<file path="config.mk">
export PLATFORM = sky130hd
export DESIGN_NAME = pr_div_scheduler
export DESIGN_NICKNAME = d
export VERILOG_FILES = /design/src/rtl/pr_div_scheduler.sv
export SDC_FILE = /design/constraint.sdc
export NUM_CORES = 1
export LEC_CHECK = 0
export CORE_AREA = 2 2 156 158
export CTS_BUF_LIST = sky130_fd_sc_hd__clkbuf_16
export CTS_CLUSTER_SIZE = 25
export DETAILED_ROUTE_END_ITERATION = 8
export DIE_AREA = 0 0 158 160
export PLACE_DENSITY = 0.63
export REMOVE_ABC_BUFFERS = 1
export SLEW_MARGIN = 20
export SYNTH_ARGS = -nofsm -noshare
export SYNTH_HDL_FRONTEND = slang
export SYNTH_SLANG_ARGS = --single-unit
</file>
<file path="constraint.sdc">
create_clock -name clk -period 3.4 [get_ports clk]
set_clock_uncertainty 0.2 [all_clocks]
set_input_delay 0.68 -clock clk [delete_from_list [all_inputs] [get_ports clk]]
set_output_delay 0.68 -clock clk [all_outputs]
set_load 0.05 [all_outputs]
</file>
<file path="src/rtl/pr_div_scheduler.sv">
// pr_div_scheduler: round-robin front end that shares one iterative
// page_rank / out_deg divider between N_REQ node-update lanes. Handles the
// start/done handshake of the divider, bypasses it for zero out-degree and
// optionally aborts a stuck division with an all-ones quotient.
module pr_div_scheduler #(
    parameter int N_REQ   = 4,
    parameter int W       = 32,
    parameter int IDW     = 2,
    parameter int TIMEOUT = 0
) (
    input  logic               clk,
    input  logic               reset,
    input  logic [N_REQ-1:0]   req_valid,
    output logic [N_REQ-1:0]   req_ready,
    input  logic [N_REQ*W-1:0] req_rank,
    input  logic [N_REQ*W-1:0] req_deg,
    output logic               div_start,
    output logic [W-1:0]       div_dividend,
    output logic [W-1:0]       div_divisor,
    input  logic               div_done,
    input  logic [W-1:0]       div_quotient,
    output logic               rsp_valid,
    input  logic               rsp_ready,
    output logic [IDW-1:0]     rsp_id,
    output logic [W-1:0]       rsp_quotient,
    output logic               rsp_dz,
    output logic               rsp_to,
    output logic               busy
);

    typedef enum logic [1:0] {
        S_IDLE,
        S_ISSUE,
        S_WAIT,
        S_RESP
    } state_t;

    state_t         state;
    state_t         state_nxt;
    logic [IDW-1:0] rr_ptr;
    logic           done_q;
    logic [31:0]    wait_cnt;

    logic           grant_found;
    logic [IDW-1:0] grant_idx;
    logic [IDW:0]   grant_sum;
    logic [W-1:0]   grant_rank;
    logic [W-1:0]   grant_deg;
    logic [2*N_REQ-1:0] rot_valid;
    logic           done_rise;
    logic           wd_expired;

    // Only a rising edge of done counts, so a level left high by the
    // previous division can never complete the current one.
    assign done_rise  = div_done & ~done_q;
    assign wd_expired = (TIMEOUT != 0) && (wait_cnt == 32'(TIMEOUT - 1));

    assign div_start  = (state == S_ISSUE);
    assign rsp_valid  = (state == S_RESP);
    assign busy       = (state != S_IDLE);

    // Round-robin pick: first valid requester at or after rr_ptr, wrapping.
    always_comb begin
        // NOTE: every combinational output gets a default first so no path
        // leaves it unassigned and no latch is inferred.
        grant_found = 1'b0;
        grant_sum   = '0;
        grant_idx   = '0;
        grant_rank  = '0;
        grant_deg   = '0;
        rot_valid   = {req_valid, req_valid} >> rr_ptr;
        for (int k = 0; k < N_REQ; k++) begin
            if (!grant_found && rot_valid[k]) begin
                grant_found = 1'b1;
                grant_sum   = {1'b0, rr_ptr} + (IDW+1)'(k);
            end
        end
        if (grant_sum >= (IDW+1)'(N_REQ))
            grant_idx = IDW'(grant_sum - (IDW+1)'(N_REQ));
        else
            grant_idx = IDW'(grant_sum);
        for (int i = 0; i < N_REQ; i++) begin
            if (grant_idx == IDW'(i)) begin
                grant_rank = req_rank[i*W +: W];
                grant_deg  = req_deg[i*W +: W];
            end
        end
    end

    // One-hot accept pulse, only in IDLE and never while reset is held.
    always_comb begin
        req_ready = '0;
        if (reset && state == S_IDLE && grant_found)
            req_ready = N_REQ'(1) << grant_idx;
    end

    // Next-state logic of the IDLE/ISSUE/WAIT/RESP sequencer.
    always_comb begin
        state_nxt = state;
        case (state)
            S_IDLE: begin
                if (grant_found)
                    state_nxt = (grant_deg == '0) ? S_RESP : S_ISSUE;
            end
            S_ISSUE: state_nxt = S_WAIT;
            S_WAIT: begin
                if (done_rise || wd_expired)
                    state_nxt = S_RESP;
            end
            S_RESP: begin
                if (rsp_ready)
                    state_nxt = S_IDLE;
            end
            default: state_nxt = S_IDLE;
        endcase
    end

    // State register.
    always_ff @(posedge clk or negedge reset) begin
        // NOTE: sequential state uses non-blocking assignments so every
        // register samples pre-edge values regardless of statement order.
        if (!reset)
            state <= S_IDLE;
        else
            state <= state_nxt;
    end

    // Operand/result registers, watchdog counter and round-robin pointer.
    always_ff @(posedge clk or negedge reset) begin
        if (!reset) begin
            done_q       <= 1'b0;
            wait_cnt     <= '0;
            rr_ptr       <= '0;
            div_dividend <= '0;
            div_divisor  <= '0;
            rsp_id       <= '0;
            rsp_quotient <= '0;
            rsp_dz       <= 1'b0;
            rsp_to       <= 1'b0;
        end else begin
            done_q <= div_done;
            case (state)
                S_IDLE: begin
                    if (grant_found) begin
                        div_dividend <= grant_rank;
                        div_divisor  <= grant_deg;
                        rsp_id       <= grant_idx;
                        rsp_quotient <= '0;
                        rsp_dz       <= (grant_deg == '0);
                        rsp_to       <= 1'b0;
                    end
                end
                S_ISSUE: wait_cnt <= '0;
                S_WAIT: begin
                    if (done_rise) begin
                        rsp_quotient <= div_quotient;
                    end else if (wd_expired) begin
                        rsp_quotient <= '1;
                        rsp_to       <= 1'b1;
                    end else begin
                        wait_cnt <= wait_cnt + 32'd1;
                    end
                end
                S_RESP: begin
                    if (rsp_ready) begin
                        rr_ptr <= (rsp_id == IDW'(N_REQ - 1)) ? '0 : rsp_id + 1'b1;
                        rsp_dz <= 1'b0;
                        rsp_to <= 1'b0;
                    end
                end
                default: ;
            endcase
        end
    end

endmodule

</file>
==> metrics.csv, run 1 <==
metric;value;unit
Gate power share;0.661;
global-route congestion overflow total;0;
CTS Buf Count;9;
dpl hpwl;19800;um
Worst-path clk slew;0.08;ns
Global Route Usage Sum;0.189;
CP Capture Type;output pin;
reg-to-reg slack, setup;0.32;ns
Core ar.;23800;sq um
multi-input logic area;3200;sq um
DRT iter0 DRCs;226;
clk sinks;104;
kind of critical path;in -> out;
sw frac;0.500;
Switch Pwr;4690;uW
Hold Crit Class;in -> async;
final hold vios;0;
via count;6668;
initial antenna violation count;5;
MaxCap Viol Count;0;
port bufs;401;
clock group share of total power;0.119;
Arr. time, crit path;2.49;ns
number of global-route vias before repair;6759;
synthesis-to-finish area growth;82.3;%
startpoint types;primary input;
setup_tns;0;ns
Pwr per Cell Area;851;nW/um^2
CP startpoint;req_valid[2];
starting density of the core;0.254;
crit path capture;req_ready[1];
Period minus WS final;3.37;ns
Die Width;158;um
FFs w/ async S/R, synth;1.00;
Max FO, Critical Path;27;
Register-to-Register Path Depth;11;
Setup WS post-layout;0.0277;ns
pre-CTS setup slack;-0.340;ns
final wirelength;25100;um
internal power;4690;uW
Yosys cell types;36;
Fill cells;2411;
Main synth FF type;dfrtp_1;
Layout Nets;1426;
Register Area;2600;sq um
H-tree depth;3;
CTS root buf;clkbuf_16;
synthesized instance count;730;
register area share after synthesis;0.430;
status;finished, final reports clean;
clock tree buffer depth;2;
vias per cell;4.58;
post-route cell area;11000;sq um
worst relative slew slack;0.449;
reg2reg start;rr_ptr[1];
average routed wire per standard cell;17.3;um
Reg power frac;0.221;
maximum vdd drop;0.385;mV
first-pass GRT wire length;36800;um
Die H;160;um
placement row count;57;
reg2reg end;rsp_dz;
EDFF count, synth;0;
Detail Route Antenna Nets;0;
Final period util;0.992;
Routability Congestion;0.847;
CTS tree;done;
placed instance area;10600;sq um
Yosys warnings;0;
CP max stage delay;0.51;ns
die area;25300;sq um
Avg Cell Area, Syn;8.29;sq um
ordered list of cells on the worst path;clkdlybuf4s50_1 -> mux2i_1 -> nor2_1 -> or3_2 -> buf_12 -> nor3_2 -> buf_6;
DRC viols;0;
TritonRoute pass-1 iters;4;
#FFs+latches synth;104;
final-report setup violation count;0;
share of cells above drive strength 1;0.0859;
cts hold-fix bufs;0;
Critical Path RT;2.52;ns
worst slew pin tran;0.827;ns
final core occ;0.463;
largest net degree at the start of global routing;73;
LEAKAGE;0.00478;uW
worst skew pair latency;0.35;ns
Pins Over Slew Limit;0;
Worst path slowest cell;or3_2;
FMAX;297;MHz
Syn Std Cell Area;6050;sq um
IO Pins;403;
Final Power;9380;uW
## power groups by stage
stage / sequential [uW] / clock (uW) / combinational [uW]
floorplan: 3730 / 0 / 2130
global placement: 2080 / 0 / 6170
detailed placement: 2100 / 0 / 6210
CTS: 2080 / 1160 / 6230
global route: 2140 / 1200 / 6660
finish: 2070 / 1110 / 6200
## state kept, by name (all words and copies together) (netlist names)
register	flops
rsp_dz	1
rsp_id	2
div_divisor	32
done_q	1
rsp_quotient	32
state	2
div_dividend	32
rr_ptr	2
## cell usage after synthesis, drive strengths merged, types with 3 or more instances
master,n,area (sq um)
nand2,250,938
nand2b,3,18.8
nand4,7,43.8
a22o,32,280
clkbuf,31,116
mux2,24,270
and4,3,26.3
buf,28,165
inv,5,18.8
o21a,3,22.5
and3,7,43.8
o21ai,70,350
mux2i,47,470
ha,6,75.1
a21oi,10,50.1
nand3,70,350
a311oi,7,61.3
nor3,5,25.0
nor2,4,15.0
dfrtp,104,2600
## worst max-delay path: cells and delay by family
family	cells	cell delay, ns
multiplexers	1	0.15
buffers and inverters	3	0.81
AND/OR/NAND/NOR	3	0.83
## cells in the final DEF, fill, tap and decap left out, types with 4 or more instances in the layout
cell / Yosys / layout
a21oi_1: 10 / 10
a22o_1: 32 / 32
a311oi_1: 7 / 7
and3_1: 7 / 7
buf_12: 0 / 11
buf_4: 4 / 30
buf_6: 4 / 4
clkbuf_16: 0 / 10
clkdlybuf4s50_1: 0 / 396
dfrtp_1: 104 / 104
ha_1: 6 / 6
inv_1: 5 / 5
mux2_2: 24 / 24
mux2i_1: 47 / 47
nand2_1: 250 / 250
nand3_1: 70 / 70
nand4_1: 7 / 7
nor2_1: 4 / 4
o21ai_0: 68 / 68
## worst min path at each step
stage / startpoint / end / cells past startpoint
floorplan: reset / div_dividend[0] / 0
global placement: div_dividend[23] / div_dividend[23] / 2
detailed placement: div_dividend[19] / div_dividend[19] / 2
CTS: reset / div_divisor[9] / 2
global route: reset / div_divisor[8] / 2
finish: reset / div_divisor[8] / 2
## per-layer routing
| metal | wire, um | GRT usage | up-vias | share of wire |
|---|---|---|---|---|
| met5 | 23 | 0 | - | 0.00092 |
| li1 | - | - | 3295 | - |
| met3 | 2590 | 0.0668 | 44 | 0.10 |
| met1 | 9270 | 0.203 | 3021 | 0.37 |
| met4 | 638 | 0.0598 | 4 | 0.025 |
| met2 | 12600 | 0.344 | 304 | 0.50 |
## cell families after synthesis
| kind of cell | Yosys count | share of synthesized area |
|---|---|---|
| and+or+nand+nor | 356 | 0.249 |
| AOI/OAI and AO/OA | 128 | 0.136 |
| buffers and inverters | 64 | 0.0496 |
| DFF | 104 | 0.430 |
| muxes | 71 | 0.122 |
| other | 1 | 0.000620 |
| adders and majority gates | 6 | 0.0124 |
## per-stage QoR
step / std cells / hold slack, ns
after floorplan: 671 / 0.184
after global placement: 1435 / 0.260
after detailed placement: 1435 / 0.269
after CTS: 1451 / 0.217
after global routing: 1454 / 0.250
final: 1455 / 0.205
## area by class of cell
type                    count  area share
repair buffers            442       0.406
multi-input cells         562       0.290
diodes                      2    0.000454
clock inverters             7     0.00795
inverters                   5     0.00170
clock buffers               9      0.0204
flip-flops and latches    104       0.236
well taps                 324      0.0368
## what timing repair did
action	4_1_cts	5_1_grt
gates resized for setup	3	6
gates cloned	0	1
pin swaps	0	2
setup endpoints to repair	3	4
buffers inserted	0	1
No activity file was read; power rests on OpenSTA's default activity.
==> run 2, diff against run 1 <==
Settings changed: HOLD_SLACK_MARGIN set to 0.06.
==> results of run 2 <==
Final layout, timing and power as in run 1 (identical DEF).
==> run 3, diff against run 2 <==
Settings changed: SLEW_MARGIN 20 to not set.
==> results of run 3 <==
Final layout, timing and power as in run 1 (identical DEF).
